$ cat src/rtl/risc_pack.sv
// Shared Qrisc32 pipeline types: the inter-stage pipe record and the
// data-memory stage state encoding.
package risc_pack;

   localparam int unsigned DMEM_TIMEOUT_DEFAULT = 32'd255;

   typedef enum logic [1:0] {
      IDLE = 2'd0,
      REQ  = 2'd1,
      DONE = 2'd2
   } dmem_state_t;

   typedef struct packed {
      logic [31:0] pc;
      logic [31:0] val_r1;
      logic [31:0] val_r2;
      logic [31:0] val_dst;
      logic [4:0]  dst_reg;
      logic        write_reg;
      logic        read_mem;
      logic        write_mem;
   } pipe_struct_t;

   function automatic logic is_mem_op(input pipe_struct_t p);
      return p.read_mem | p.write_mem;
   endfunction

endpackage

$ cat src/rtl/qrisc32_dmem_unit_if.sv
// Data-memory request/acknowledge bus between the Qrisc32 memory stage
// (master) and the memory responder (slave).
interface qrisc32_dmem_unit_if;
   logic        dmem_req;
   logic        dmem_we;
   logic [31:0] dmem_addr;
   logic [31:0] dmem_wdata;
   logic        dmem_ack;
   logic [31:0] dmem_rdata;

   modport master (
      output dmem_req, dmem_we, dmem_addr, dmem_wdata,
      input  dmem_ack, dmem_rdata
   );

   modport slave (
      input  dmem_req, dmem_we, dmem_addr, dmem_wdata,
      output dmem_ack, dmem_rdata
   );
endinterface

$ cat src/rtl/qrisc32_dmem_watchdog.sv
// REQ-cycle counter for the data-memory stage; flags the last cycle allowed
// before an unacknowledged access is aborted. Built only with QRISC32_DMEM_TIMEOUT_EN.
`ifdef QRISC32_DMEM_TIMEOUT_EN
module qrisc32_dmem_watchdog #(
   parameter int unsigned LIMIT = 32'd255
) (
   input  logic clk,
   input  logic rst,
   input  logic clr_i,
   input  logic inc_i,
   output logic expired_o
);

   localparam logic [15:0] LAST = 16'(LIMIT - 32'd1);

   logic [15:0] cnt_q;
   logic [15:0] cnt_d;

   // Clear on entry to REQ, count each cycle still waiting for ack.
   always_comb begin
      cnt_d = cnt_q;
      if (clr_i) begin
         cnt_d = 16'd0;
      end else if (inc_i) begin
         cnt_d = cnt_q + 16'd1;
      end else begin
         cnt_d = cnt_q;
      end
   end

   // Counter register.
   always_ff @(posedge clk or posedge rst) begin
      if (rst) begin
         cnt_q <= 16'd0;
      end else begin
         cnt_q <= cnt_d;
      end
   end

   assign expired_o = (cnt_q == LAST);

endmodule
`endif

$ cat src/rtl/qrisc32_dmem_unit.sv
// Qrisc32 data-memory stage: issues loads/stores on the dmem bus and stalls
// upstream while in flight. QRISC32_DMEM_TIMEOUT_EN enables the access watchdog.
module qrisc32_dmem_unit
   import risc_pack::*;
#(
   parameter int unsigned TIMEOUT_CYCLES = DMEM_TIMEOUT_DEFAULT
) (
   input  logic                       clk,
   input  logic                       areset,
   input  pipe_struct_t               pipe_mem_in,
   output logic                       pipe_stall,
   output pipe_struct_t               pipe_mem_out,
   qrisc32_dmem_unit_if.master        dmem_bus,
   output logic                       bus_err
);

   dmem_state_t  state_q, state_d;
   pipe_struct_t hold_q, hold_d;
   pipe_struct_t out_q, out_d;
   logic         req_q, req_d;
   logic         we_q, we_d;
   logic [31:0]  addr_q, addr_d;
   logic [31:0]  wdata_q, wdata_d;
   logic         err_q, err_d;
   logic         timeout_s;

`ifdef QRISC32_DMEM_TIMEOUT_EN
   logic start_s;
   logic wait_s;

   assign start_s = (state_q == IDLE) && is_mem_op(pipe_mem_in);
   assign wait_s  = (state_q == REQ) && !dmem_bus.dmem_ack;

   qrisc32_dmem_watchdog #(
      .LIMIT (TIMEOUT_CYCLES)
   ) u_watchdog (
      .clk       (clk),
      .rst       (areset),
      .clr_i     (start_s),
      .inc_i     (wait_s),
      .expired_o (timeout_s)
   );
`else
   assign timeout_s = 1'b0;
`endif

   // Next-state, bus and stall logic.
   always_comb begin
      state_d    = state_q;
      hold_d     = hold_q;
      out_d      = out_q;
      req_d      = req_q;
      we_d       = we_q;
      addr_d     = addr_q;
      wdata_d    = wdata_q;
      err_d      = err_q;
      pipe_stall = 1'b0;
      case (state_q)
         IDLE: begin
            if (is_mem_op(pipe_mem_in)) begin
               pipe_stall = 1'b1;
               hold_d     = pipe_mem_in;
               req_d      = 1'b1;
               we_d       = pipe_mem_in.write_mem;
               addr_d     = pipe_mem_in.val_r1;
               wdata_d    = pipe_mem_in.val_dst;
               out_d      = '0;
               state_d    = REQ;
            end else begin
               out_d = pipe_mem_in;
            end
         end
         REQ: begin
            pipe_stall = 1'b1;
            // Ack takes priority over a coincident timeout.
            if (dmem_bus.dmem_ack) begin
               req_d   = 1'b0;
               state_d = DONE;
               if (!we_q) begin
                  hold_d.val_dst = dmem_bus.dmem_rdata;
               end else begin
                  hold_d = hold_q;
               end
            end else if (timeout_s) begin
               req_d   = 1'b0;
               err_d   = 1'b1;
               state_d = DONE;
               if (!we_q) begin
                  hold_d.val_dst = 32'd0;
               end else begin
                  hold_d = hold_q;
               end
            end else begin
               state_d = REQ;
            end
         end
         DONE: begin
            out_d   = hold_q;
            state_d = IDLE;
         end
         default: begin
            state_d = IDLE;
         end
      endcase
   end

   // State and output registers.
   always_ff @(posedge clk or posedge areset) begin
      if (areset) begin
         state_q <= IDLE;
         hold_q  <= '0;
         out_q   <= '0;
         req_q   <= 1'b0;
         we_q    <= 1'b0;
         addr_q  <= 32'd0;
         wdata_q <= 32'd0;
         err_q   <= 1'b0;
      end else begin
         state_q <= state_d;
         hold_q  <= hold_d;
         out_q   <= out_d;
         req_q   <= req_d;
         we_q    <= we_d;
         addr_q  <= addr_d;
         wdata_q <= wdata_d;
         err_q   <= err_d;
      end
   end

   assign pipe_mem_out        = out_q;
   assign dmem_bus.dmem_req   = req_q;
   assign dmem_bus.dmem_we    = we_q;
   assign dmem_bus.dmem_addr  = addr_q;
   assign dmem_bus.dmem_wdata = wdata_q;
   assign bus_err             = err_q;

endmodule

$ cat src/flat_wrapper.sv
// flat-port wrapper written by rule: the top's interface ports become plain ports
module qrisc32_dmem_unit_flat import risc_pack::*;
#(
   parameter int unsigned TIMEOUT_CYCLES = DMEM_TIMEOUT_DEFAULT
)
  (clk, areset, pipe_mem_in, pipe_stall, pipe_mem_out, bus_err, dmem_bus_dmem_req, dmem_bus_dmem_we, dmem_bus_dmem_addr, dmem_bus_dmem_wdata, dmem_bus_dmem_ack, dmem_bus_dmem_rdata);
  qrisc32_dmem_unit_if dmem_bus_i ();
  input  logic clk;
  input  logic areset;
  input  pipe_struct_t pipe_mem_in;
  output logic pipe_stall;
  output pipe_struct_t pipe_mem_out;
  output logic bus_err;
  output wire logic [$bits(dmem_bus_i.dmem_req)-1:0] dmem_bus_dmem_req;
  output wire logic [$bits(dmem_bus_i.dmem_we)-1:0] dmem_bus_dmem_we;
  output wire logic [$bits(dmem_bus_i.dmem_addr)-1:0] dmem_bus_dmem_addr;
  output wire logic [$bits(dmem_bus_i.dmem_wdata)-1:0] dmem_bus_dmem_wdata;
  input wire logic [$bits(dmem_bus_i.dmem_ack)-1:0] dmem_bus_dmem_ack;
  input wire logic [$bits(dmem_bus_i.dmem_rdata)-1:0] dmem_bus_dmem_rdata;
  assign dmem_bus_dmem_req = dmem_bus_i.dmem_req;
  assign dmem_bus_dmem_we = dmem_bus_i.dmem_we;
  assign dmem_bus_dmem_addr = dmem_bus_i.dmem_addr;
  assign dmem_bus_dmem_wdata = dmem_bus_i.dmem_wdata;
  assign dmem_bus_i.dmem_ack = dmem_bus_dmem_ack;
  assign dmem_bus_i.dmem_rdata = dmem_bus_dmem_rdata;
  qrisc32_dmem_unit #(.TIMEOUT_CYCLES(TIMEOUT_CYCLES)) u_core (.clk(clk), .areset(areset), .pipe_mem_in(pipe_mem_in), .pipe_stall(pipe_stall), .pipe_mem_out(pipe_mem_out), .dmem_bus(dmem_bus_i), .bus_err(bus_err));
endmodule
$ cat config.mk
export PLATFORM = sky130hd
export DESIGN_NAME = qrisc32_dmem_unit_flat
export DESIGN_NICKNAME = d
export VERILOG_FILES = /design/src/rtl/risc_pack.sv /design/src/rtl/qrisc32_dmem_unit_if.sv /design/src/rtl/qrisc32_dmem_watchdog.sv /design/src/rtl/qrisc32_dmem_unit.sv /design/src/flat_wrapper.sv
export SDC_FILE = /design/constraint.sdc
export NUM_CORES = 1
export LEC_CHECK = 0
export CORE_ASPECT_RATIO = 1.2
export CORE_UTILIZATION = 45
export CTS_BUF_LIST = sky130_fd_sc_hd__clkbuf_2
export CTS_CLUSTER_SIZE = 28
export DETAILED_ROUTE_END_ITERATION = 12
export PLACE_DENSITY_LB_ADDON = 0.15
export SLEW_MARGIN = 20
export SYNTH_ARGS = -nofsm -noshare
export SYNTH_HDL_FRONTEND = slang
export SYNTH_HIERARCHICAL = 1
export SYNTH_SLANG_ARGS = --single-unit
$ cat constraint.sdc
create_clock -name clk -period 15.7 [get_ports clk]
set_input_delay 3.14 -clock clk [delete_from_list [all_inputs] [get_ports clk]]
set_output_delay 3.14 -clock clk [all_outputs]
set_load 0.005 [all_outputs]
# After elaboration in Yosys (flattened, before gate mapping)
# Cells that the tools add are included.
classes:
  n_eq_ne: 5
  mux: 14
  bitwise_logic: 2
  reduce_logical: 7
op_table:
  columns: ["operator", "count"]
  rows:
  - ["$pmux 136 s2", 2]
  - ["$mux 136", 2]
  - ["$mux 40", 1]
  - ["$mux 32", 1]
  - ["$reduce_and 3->1", 2]
  - ["$mux 2", 2]
  - ["$ne 2x2->1 const B", 2]
  - ["$pmux 1 s2", 2]
  - ["$pmux 2 s2", 1]
  - ["$reduce_and 4->1", 1]
  - ["$reduce_bool 2->1", 2]
  - ["$mux 1", 3]
  - ["$eq 2x1->1 const B", 1]
  - ["$eq 2x2->1 const B", 1]
  - ["$logic_not 2->1", 1]
  - ["$ne 2x1->1 const B", 1]
  - ["$reduce_and 2->1", 1]
  - ["$not 1->1", 1]
  - ["$or 1x1->1", 1]
totals:
  reg_bits: 340
  inputBits: 171
  out_inout_bits: 204

# Logic depth before layout (Yosys ltp)
# Gate-level depths: netlist of the first run.
depth:
  ltp_word: 3
  mapped_depth: 6
  ltp_nobuf: 3

# Worst setup path after synthesis of the first run
# OpenSTA, ideal clock, no wires.
synth_timing:
  kind: "input -> output"
  startpoint: "in pipe_mem_in[0] (netlist bit)"
  endpoint: "out pipe_stall"
  arrival_ns: 3.519
  slack_ns: 9.041
  path_stages: 3
  n_path_buf: 1
  path_cell_list: "buf_2 nor3_1 nor2_1"
synth_between:
  elab_chain_cells: 3
synth_rtl:
  columns: ["item", "line", "source"]
  rows:
  - ["start: declaration", "flat_wrapper.sv:10", "input pipe_struct_t pipe_mem_in;"]
  - ["$or 1x1->1", "risc_pack.sv:25", "return p.read_mem | p.write_mem;"]
  - ["$mux 1", "qrisc32_dmem_unit.sv:60", "if (is_mem_op(pipe_mem_in)) begin"]
  - ["$pmux 1 s2", "qrisc32_dmem_unit.sv:58", "case (state_q)"]
  - ["end: declaration", "flat_wrapper.sv:11", "output logic pipe_stall;"]
# Every way passes these cells.

# Final worst setup path of the first run
# Ends and elaborated chain as after synthesis.

==> results by group, run 1 <==
Run status
  • Result of the run: finished clean

Synth
  • Register bit total from synthesis: 340
  • Ys flop type: sky130_fd_sc_hd__dfrtp_1
  • Share of flip-flops with an asynchronous set or reset: 100%
  • Net count after synthesis: 1230
  • Number of distinct library cells after synthesis: 25
  • Synthesized cell area: 0.0140 mm2
  • Gate Count Post-Synth: 1059
  • Cell with the most instances after synthesis: sky130_fd_sc_hd__dfrtp_1
  • Syn Area/Cell: 13.2 um2
  • Sequential-to-total area share from yosys stat: 60.9%
  • Share of the synthesized area in the top cell type: 60.9%
  • Yosys warning count: 6
  • Leading post-synthesis cells by instance count: sky130_fd_sc_hd__dfrtp_1 (340), sky130_fd_sc_hd__mux2_2 (230), sky130_fd_sc_hd__nand2_1 (112)
  • Biggest area consumer among synthesized cells: sky130_fd_sc_hd__dfrtp_1
  • Synth top area cells: sky130_fd_sc_hd__dfrtp_1 (61%), sky130_fd_sc_hd__mux2_2 (19%), sky130_fd_sc_hd__a221o_1 (6.5%), sky130_fd_sc_hd__nand2_1 (3.0%), sky130_fd_sc_hd__nor2_1 (2.4%)
  • Number of enable flip-flop cells after synthesis: 0

Place
  • Final weighted congestion in routability-driven placement: 0.764
  • DPL Wire Length: 22400 um
  • Worst Setup Slack post-DPL: 7.76 ns
  • Number of I/O port buffers: 373

Clock tree
  • Number of gates resized after cts: 0
  • CTS Root Cell: sky130_fd_sc_hd__clkbuf_2
  • Number of hold buffers added after CTS: 0
  • Maximum root-to-sink buffer count: 3
  • Clock latency on the worst-skew pair: 0.85 ns
  • CTS Sinks: 340
  • Clock H-tree levels: 3
  • Clock input transition at the sequential cells of the worst setup and hold paths: 0.11 ns
  • CTS tree: built
  • Clock buffer count from CTS: 84
  • Post-CTS setup buffer count: 0

GRT
  • Pin count of the biggest net entering global routing: 184
  • Overflow after GRT: 0
  • GRT Total Usage: 22.6%
  • Vias in the first global route: 10300
  • First-pass GRT wire length: 56200 um
  • Antenna violations before repair: 7

Layout
  • Fraction of layout instances using a drive strength above 1: 25.1%
  • Finished Core Util: 61.0%
  • Layout filler cell count: 2486
  • Nets: 1615
  • Area Overhead vs Synth: 33.2%

Routing
  • Number of design-rule violations left by the first detailed-router iteration: 680
  • Total via count in the routed design: 10200
  • Post-detailed-route DRC marker count: 0
  • Routed WL: 35800 um
  • Mean routed wirelength per cell: 18.9 um
  • Routed Antenna Nets: 0
  • Number of detailed-route iterations in the first pass: 5
  • Average vias per placed instance: 5.36

STA
  • Final setup slack of the worst path: 7.75 ns
  • Slew at the pin closest to its max-slew limit: 1.07 ns
  • Setup TNS: 0 ns
  • Number of failing hold endpoints at the final stage: 0
  • Fmax: 126 MHz
  • Tmin final: 7.95 ns
  • Final number of setup-violating endpoints: 0
  • Crit share post-route: 50.6%
  • Clock Skew: 0.0500 ns
  • Max-slew violation total from the final report: 0
  • Worst slack on hold paths: 0.482 ns
  • Max transition margin: 28.4%
  • Setup repair after global routing missed its margin: no

Power and ir drop
  • Total power of the final layout: 3.70 mW
  • Switching portion of total power: 32.7%
  • Flop pwr share: 42.8%
  • Cell-internal power: 2.49 mW
  • Part of the total power dissipated in combinational logic: 42.5%
  • Switch Pwr: 1.21 mW
  • Cell area power density: 199 mW/mm2
  • Proportion of power drawn by the clock network: 14.6%
  • Standby leakage power: 8.12 nW
  • Maximum vdd ir drop: 0.110 mV

Worst setup path
  • Data required time at the worst endpoint: 12.56 ns
  • Delay contributed by the slowest stage of the critical path: 0.62 ns
  • Largest driver fanout on the critical path: 8
  • Standard cell with the maximum stage delay on the critical path: sky130_fd_sc_hd__clkdlybuf4s50_1
  • Sort of element at the end of the critical path: output pin
  • Critical-path cell list: clkdlybuf4s50_1 -> nor3_1 -> nor2_1 -> clkdlybuf4s50_1
  • Most common cell type on the critical path: sky130_fd_sc_hd__clkdlybuf4s50_1
  • Category of the worst setup path launch point: input port
  • Path type of the worst setup path: in -> out
  • Data arrival time of the critical path: 4.81 ns

Floorplan
  • Core Box Area: 0.0305 mm2
  • Top-level I/O count: 375
  • Height of the die: 195 um
  • Chip Width: 163 um
  • Number of core rows: 70
  • Initial core utilization: 45.8%
  • Die Area: 0.0317 mm2

Worst hold path
  • Worst min-delay path class: reg -> reg

Job
  • Reported max-cap violation count: 0
-- final cells by class --
class,count,area (um2),share of cell area (%)
inverters,27,109,0.585
well taps,396,495,2.66
flip-flops and latches,340,8520,45.8
clock buffers,121,606,3.26
diodes,6,15.0,0.0807
repair buffers,385,3870,20.8
multi-input cells,606,4920,26.5
clock inverters,16,61.3,0.330
-- worst paths after layout --
kind | from | end | slack [ns] | cells after the start
max in group asynchronous | areset | u_core/state_q[1] | 11.41 | 3
min | u_core/hold_q[111] | u_core/pipe_mem_out[111] | 0.48 | 2
min reg2reg | u_core/hold_q[111] | u_core/pipe_mem_out[111] | 0.48 | 2
max reg2reg | u_core/state_q[0] | u_core/hold_q[83] | 12.45 | 5
max | pipe_mem_in[0] | pipe_stall | 7.75 | 4
min in group asynchronous | areset | u_core/hold_q[81] | 2.78 | 2
-- per-stage QoR --
step                      instances  instance area [um2]
after global placement         1753                17900
final                          1897                18600
after global routing           1897                18600
after CTS                      1890                18600
after floorplan                1059                14000
after detailed placement       1753                17900
-- flip-flops by register name, summed over array words and instances, names as in the netlist --
| register | flops |
|---|---|
| u_core/dmem_bus.dmem_wdata | 32 |
| u_core/dmem_bus.dmem_addr | 32 |
| u_core/dmem_bus.dmem_req | 1 |
| u_core/dmem_bus.dmem_we | 1 |
| u_core/pipe_mem_out | 136 |
| u_core/state_q | 2 |
| u_core/hold_q | 136 |
-- critical path, delay by kind of cell --
kind | cells | cell delay, ns
buffers and inverters | 2 | 1.10
AND/OR/NAND/NOR | 2 | 0.56
-- logic make-up (layout without fill, tap and decap cells) --
kind of cell           Yosys count  after routing  share of synthesized area, %
other                            1              7                        0.0269
flip-flops                     340            340                          60.9
buffers and inverters          113            549                          3.99
AO/OA/AOI/OAI                  164            164                          10.5
AND/OR/NAND/NOR                211            211                          5.95
multiplexers                   230            230                          18.6
-- power by group through the flow --
stage	clock, mW	combinational [mW]	sequential, mW
2_1_floorplan	0	0.858	1.55
3_3_place_gp	0	1.56	1.58
3_5_place_dp	0	1.58	1.60
4_1_cts	0.571	1.59	1.58
5_1_grt	0.616	1.70	1.64
6_report	0.541	1.57	1.58
-- placed cells by master (no fill, tap or decap) --
cell,count
sky130_fd_sc_hd__clkdlybuf4s50_1,373
sky130_fd_sc_hd__dfrtp_1,338
sky130_fd_sc_hd__mux2_2,230
sky130_fd_sc_hd__clkbuf_2,121
sky130_fd_sc_hd__nand2_1,112
sky130_fd_sc_hd__nor2_1,91
sky130_fd_sc_hd__a221o_1,90
sky130_fd_sc_hd__inv_1,26
sky130_fd_sc_hd__a222oi_1,24
sky130_fd_sc_hd__o21ai_0,22
sky130_fd_sc_hd__a22oi_1,20
sky130_fd_sc_hd__clkinv_1,14
sky130_fd_sc_hd__buf_4,9
sky130_fd_sc_hd__diode_2,6
sky130_fd_sc_hd__a22o_1,5
sky130_fd_sc_hd__buf_12,2
sky130_fd_sc_hd__dfrtp_4,2
sky130_fd_sc_hd__inv_2,1
sky130_fd_sc_hd__clkinv_2,1
sky130_fd_sc_hd__nor4_4,1
sky130_fd_sc_hd__nor2b_2,1
sky130_fd_sc_hd__nor2_4,1
sky130_fd_sc_hd__o21ai_4,1
sky130_fd_sc_hd__nor2b_4,1
sky130_fd_sc_hd__o21bai_1,1
sky130_fd_sc_hd__nand3b_1,1
sky130_fd_sc_hd__a21oi_4,1
sky130_fd_sc_hd__nor3_1,1
sky130_fd_sc_hd__inv_8,1
sky130_fd_sc_hd__and2_1,1
sky130_fd_sc_hd__nor3_2,1
sky130_fd_sc_hd__conb_1,1
sky130_fd_sc_hd__buf_16,1
-- metal layers --
metal  up-vias  routed length [um]  global-route usage [%]
met5         -                  13                       0
met4         2                1010                    11.3
met3        68                3030                    7.73
met2       371               17100                    34.8
met1      5072               14600                    28.3
li1       4647                   -                       -
Note: power is estimated with default switching activity, not from simulation.
==> run 2: changes to the inputs <==
clock period = 7.7 ns   (was 15.7 ns; I/O delays follow)
==> run 2 against run 1 <==
  * Power up 100%
  * Routed wire length down 0.29%
  * Highest routed layer is now met4
  * Critical path type unchanged
  * Worst setup slack worse by 4.7 ns
  * Largest cell class unchanged
==> results by group, run 2 (synthesis results as in run 1) <==
STA
  • Final number of setup-violating endpoints: 0
  • Setup TNS: 0 ns
  • Crit share post-route: 60.2%
  • Max transition margin: 26.2%
  • Final setup slack of the worst path: 3.06 ns
  • Tmin final: 4.64 ns
  • Fmax: 216 MHz
  • Max-slew violation total from the final report: 0
  • Setup repair after global routing missed its margin: no
  • Slew at the pin closest to its max-slew limit: 1.11 ns
  • Clock Skew: 0.0419 ns
  • Number of failing hold endpoints at the final stage: 0

Worst setup path
  • Largest driver fanout on the critical path: 8
  • Critical path startpoint: pipe_mem_in[0]
  • Most common cell type on the critical path: sky130_fd_sc_hd__clkdlybuf4s50_1
  • Sort of element at the end of the critical path: output pin
  • Logic depth of the worst register-to-register path: 4
  • Category of the worst setup path launch point: input port
  • Standard cell with the maximum stage delay on the critical path: sky130_fd_sc_hd__clkdlybuf4s50_1
  • Critical path depth in cells: 4
  • Delay contributed by the slowest stage of the critical path: 0.72 ns
  • Critical path buffers and inverters: 2
  • Startpoint of the lowest-slack register-to-register path: u_core/state_q[1]
  • Setup slack on the worst flop-to-flop path: 4.62 ns
  • Path type of the worst setup path: in -> out
  • Data required time at the worst endpoint: 6.16 ns
  • Worst setup path endpoint: pipe_stall
  • Endpoint of the worst register-to-register path: u_core/hold_q[31]
  • Critical-path cell list: clkdlybuf4s50_1 -> nor3_1 -> nor2_1 -> clkdlybuf4s50_1
  • Dominant delay contributor by cell family on the critical path: buffers and inverters
  • Data arrival time of the critical path: 3.10 ns

Routing
  • Number of detailed-route iterations in the first pass: 5
  • Routed WL: 35700 um
  • Post-detailed-route DRC marker count: 0
  • Mean routed wirelength per cell: 18.7 um
  • Routed Antenna Nets: 0
  • Number of design-rule violations left by the first detailed-router iteration: 753
  • Total via count in the routed design: 10100
  • Average vias per placed instance: 5.30

Clock tree
  • Clock H-tree levels: 3
  • Clock input transition at the sequential cells of the worst setup and hold paths: 0.10 ns
  • Number of hold buffers added after CTS: 0
  • CTS Sinks: 340
  • Clock latency on the worst-skew pair: 0.88 ns
  • CTS tree: built
  • Post-CTS setup buffer count: 0
  • Maximum root-to-sink buffer count: 3
  • Number of gates resized after cts: 0
  • Clock buffer count from CTS: 83
  • CTS Root Cell: sky130_fd_sc_hd__clkbuf_2

Power and ir drop
  • Cell area power density: 407 mW/mm2
  • Proportion of power drawn by the clock network: 15.2%
  • Part of the total power dissipated in combinational logic: 42.3%
  • Switching portion of total power: 32.6%
  • Switch Pwr: 2.47 mW
  • Flop pwr share: 42.6%
  • Maximum vdd ir drop: 0.201 mV
  • Standby leakage power: 8.14 nW
  • Cell-internal power: 5.11 mW

GRT
  • Vias in the first global route: 10500
  • Pin count of the biggest net entering global routing: 196
  • Antenna violations before repair: 5
  • First-pass GRT wire length: 56600 um
  • GRT Total Usage: 22.8%
  • Overflow after GRT: 0

Layout
  • Most frequent standard cell in the layout excluding fill and tap cells: sky130_fd_sc_hd__clkdlybuf4s50_1
  • Layout filler cell count: 2545
  • Area occupied by multi-input gates: 0.00492 mm2
  • Seq. cell area: 0.00852 mm2
  • Fraction of layout instances using a drive strength above 1: 24.9%
  • Area Overhead vs Synth: 33.6%
  • Most frequent cells in the layout: sky130_fd_sc_hd__clkdlybuf4s50_1 (373), sky130_fd_sc_hd__dfrtp_1 (338), sky130_fd_sc_hd__mux2_2 (230), sky130_fd_sc_hd__clkbuf_2 (117), sky130_fd_sc_hd__nand2_1 (112)
  • Nets: 1613

Run status
  • Result of the run: finished clean

Floorplan
  • Height of the die: 195 um
  • Initial core utilization: 45.8%
  • Number of core rows: 70
  • Die Area: 0.0317 mm2
  • Top-level I/O count: 375
  • Chip Width: 163 um
  • Core Box Area: 0.0305 mm2

Worst hold path
  • Min-Delay Startpoint: u_core/hold_q[126]
  • Worst min-delay path class: reg -> reg

Place
  • Number of I/O port buffers: 373
  • Final weighted congestion in routability-driven placement: 0.747
  • Worst Setup Slack post-DPL: 3.05 ns
  • DPL Wire Length: 22100 um

Job
  • Reported max-cap violation count: 0
-- run 2: layout make-up --
cell class                      count  area share [%]
Antenna cell                        5          0.0671
Clock buffer                      117            3.14
Multi-Input combinational cell    606            26.4
Sequential cell                   340            45.7
Timing Repair Buffer              384            20.8
Tap cell                          396            2.66
Clock inverter                     28           0.705
Inverter                           27           0.564
-- run 2: worst min path at each step --
stage,endpoint,slack [ns],cells past startpoint
global placement,u_core/pipe_mem_out[120],0.46,2
finish,u_core/pipe_mem_out[126],0.46,2
CTS,u_core/pipe_mem_out[126],0.46,2
floorplan,u_core/pipe_mem_out[103],0.45,2
global route,u_core/pipe_mem_out[126],0.52,2
detailed placement,u_core/pipe_mem_out[4],0.47,2
-- run 2: layer usage --
metal  GRT usage [%]  routed length, um  up-vias
met2            36.2              17200      338
li1                -                  -     4646
met1            28.2              14500     5030
met4            10.2               1050        0
met3            7.47               2900       67
met5               0                  0        -
-- run 2: through the flow --
step | util, % | hold slack, ns | std cells | area (um2) | total power, mW
after CTS | 61.0 | 0.463 | 1897 | 18600 | 7.68
after global placement | 58.7 | 0.462 | 1752 | 17900 | 6.39
final | 61.2 | 0.462 | 1903 | 18600 | 7.58
after global routing | 61.2 | 0.518 | 1902 | 18600 | 8.11
after detailed placement | 58.7 | 0.475 | 1752 | 17900 | 6.49
after floorplan | - | 0.454 | 1059 | 14000 | 4.91
-- run 2: worst min-delay path, cell delays in order, from the launching register on --
cell and delay (ns):
sky130_fd_sc_hd__dfrtp_1 0.36, sky130_fd_sc_hd__a222oi_1 0.06, sky130_fd_sc_hd__inv_1 0.05
-- run 2: power by group through the flow --
stage               Sequential (mW)  Clock (mW)  Combinational, mW
global placement               3.23           0               3.17
global route                   3.35        1.30               3.46
CTS                            3.23        1.21               3.24
finish                         3.23        1.15               3.20
detailed placement             3.27           0               3.23
floorplan                      3.16           0               1.75
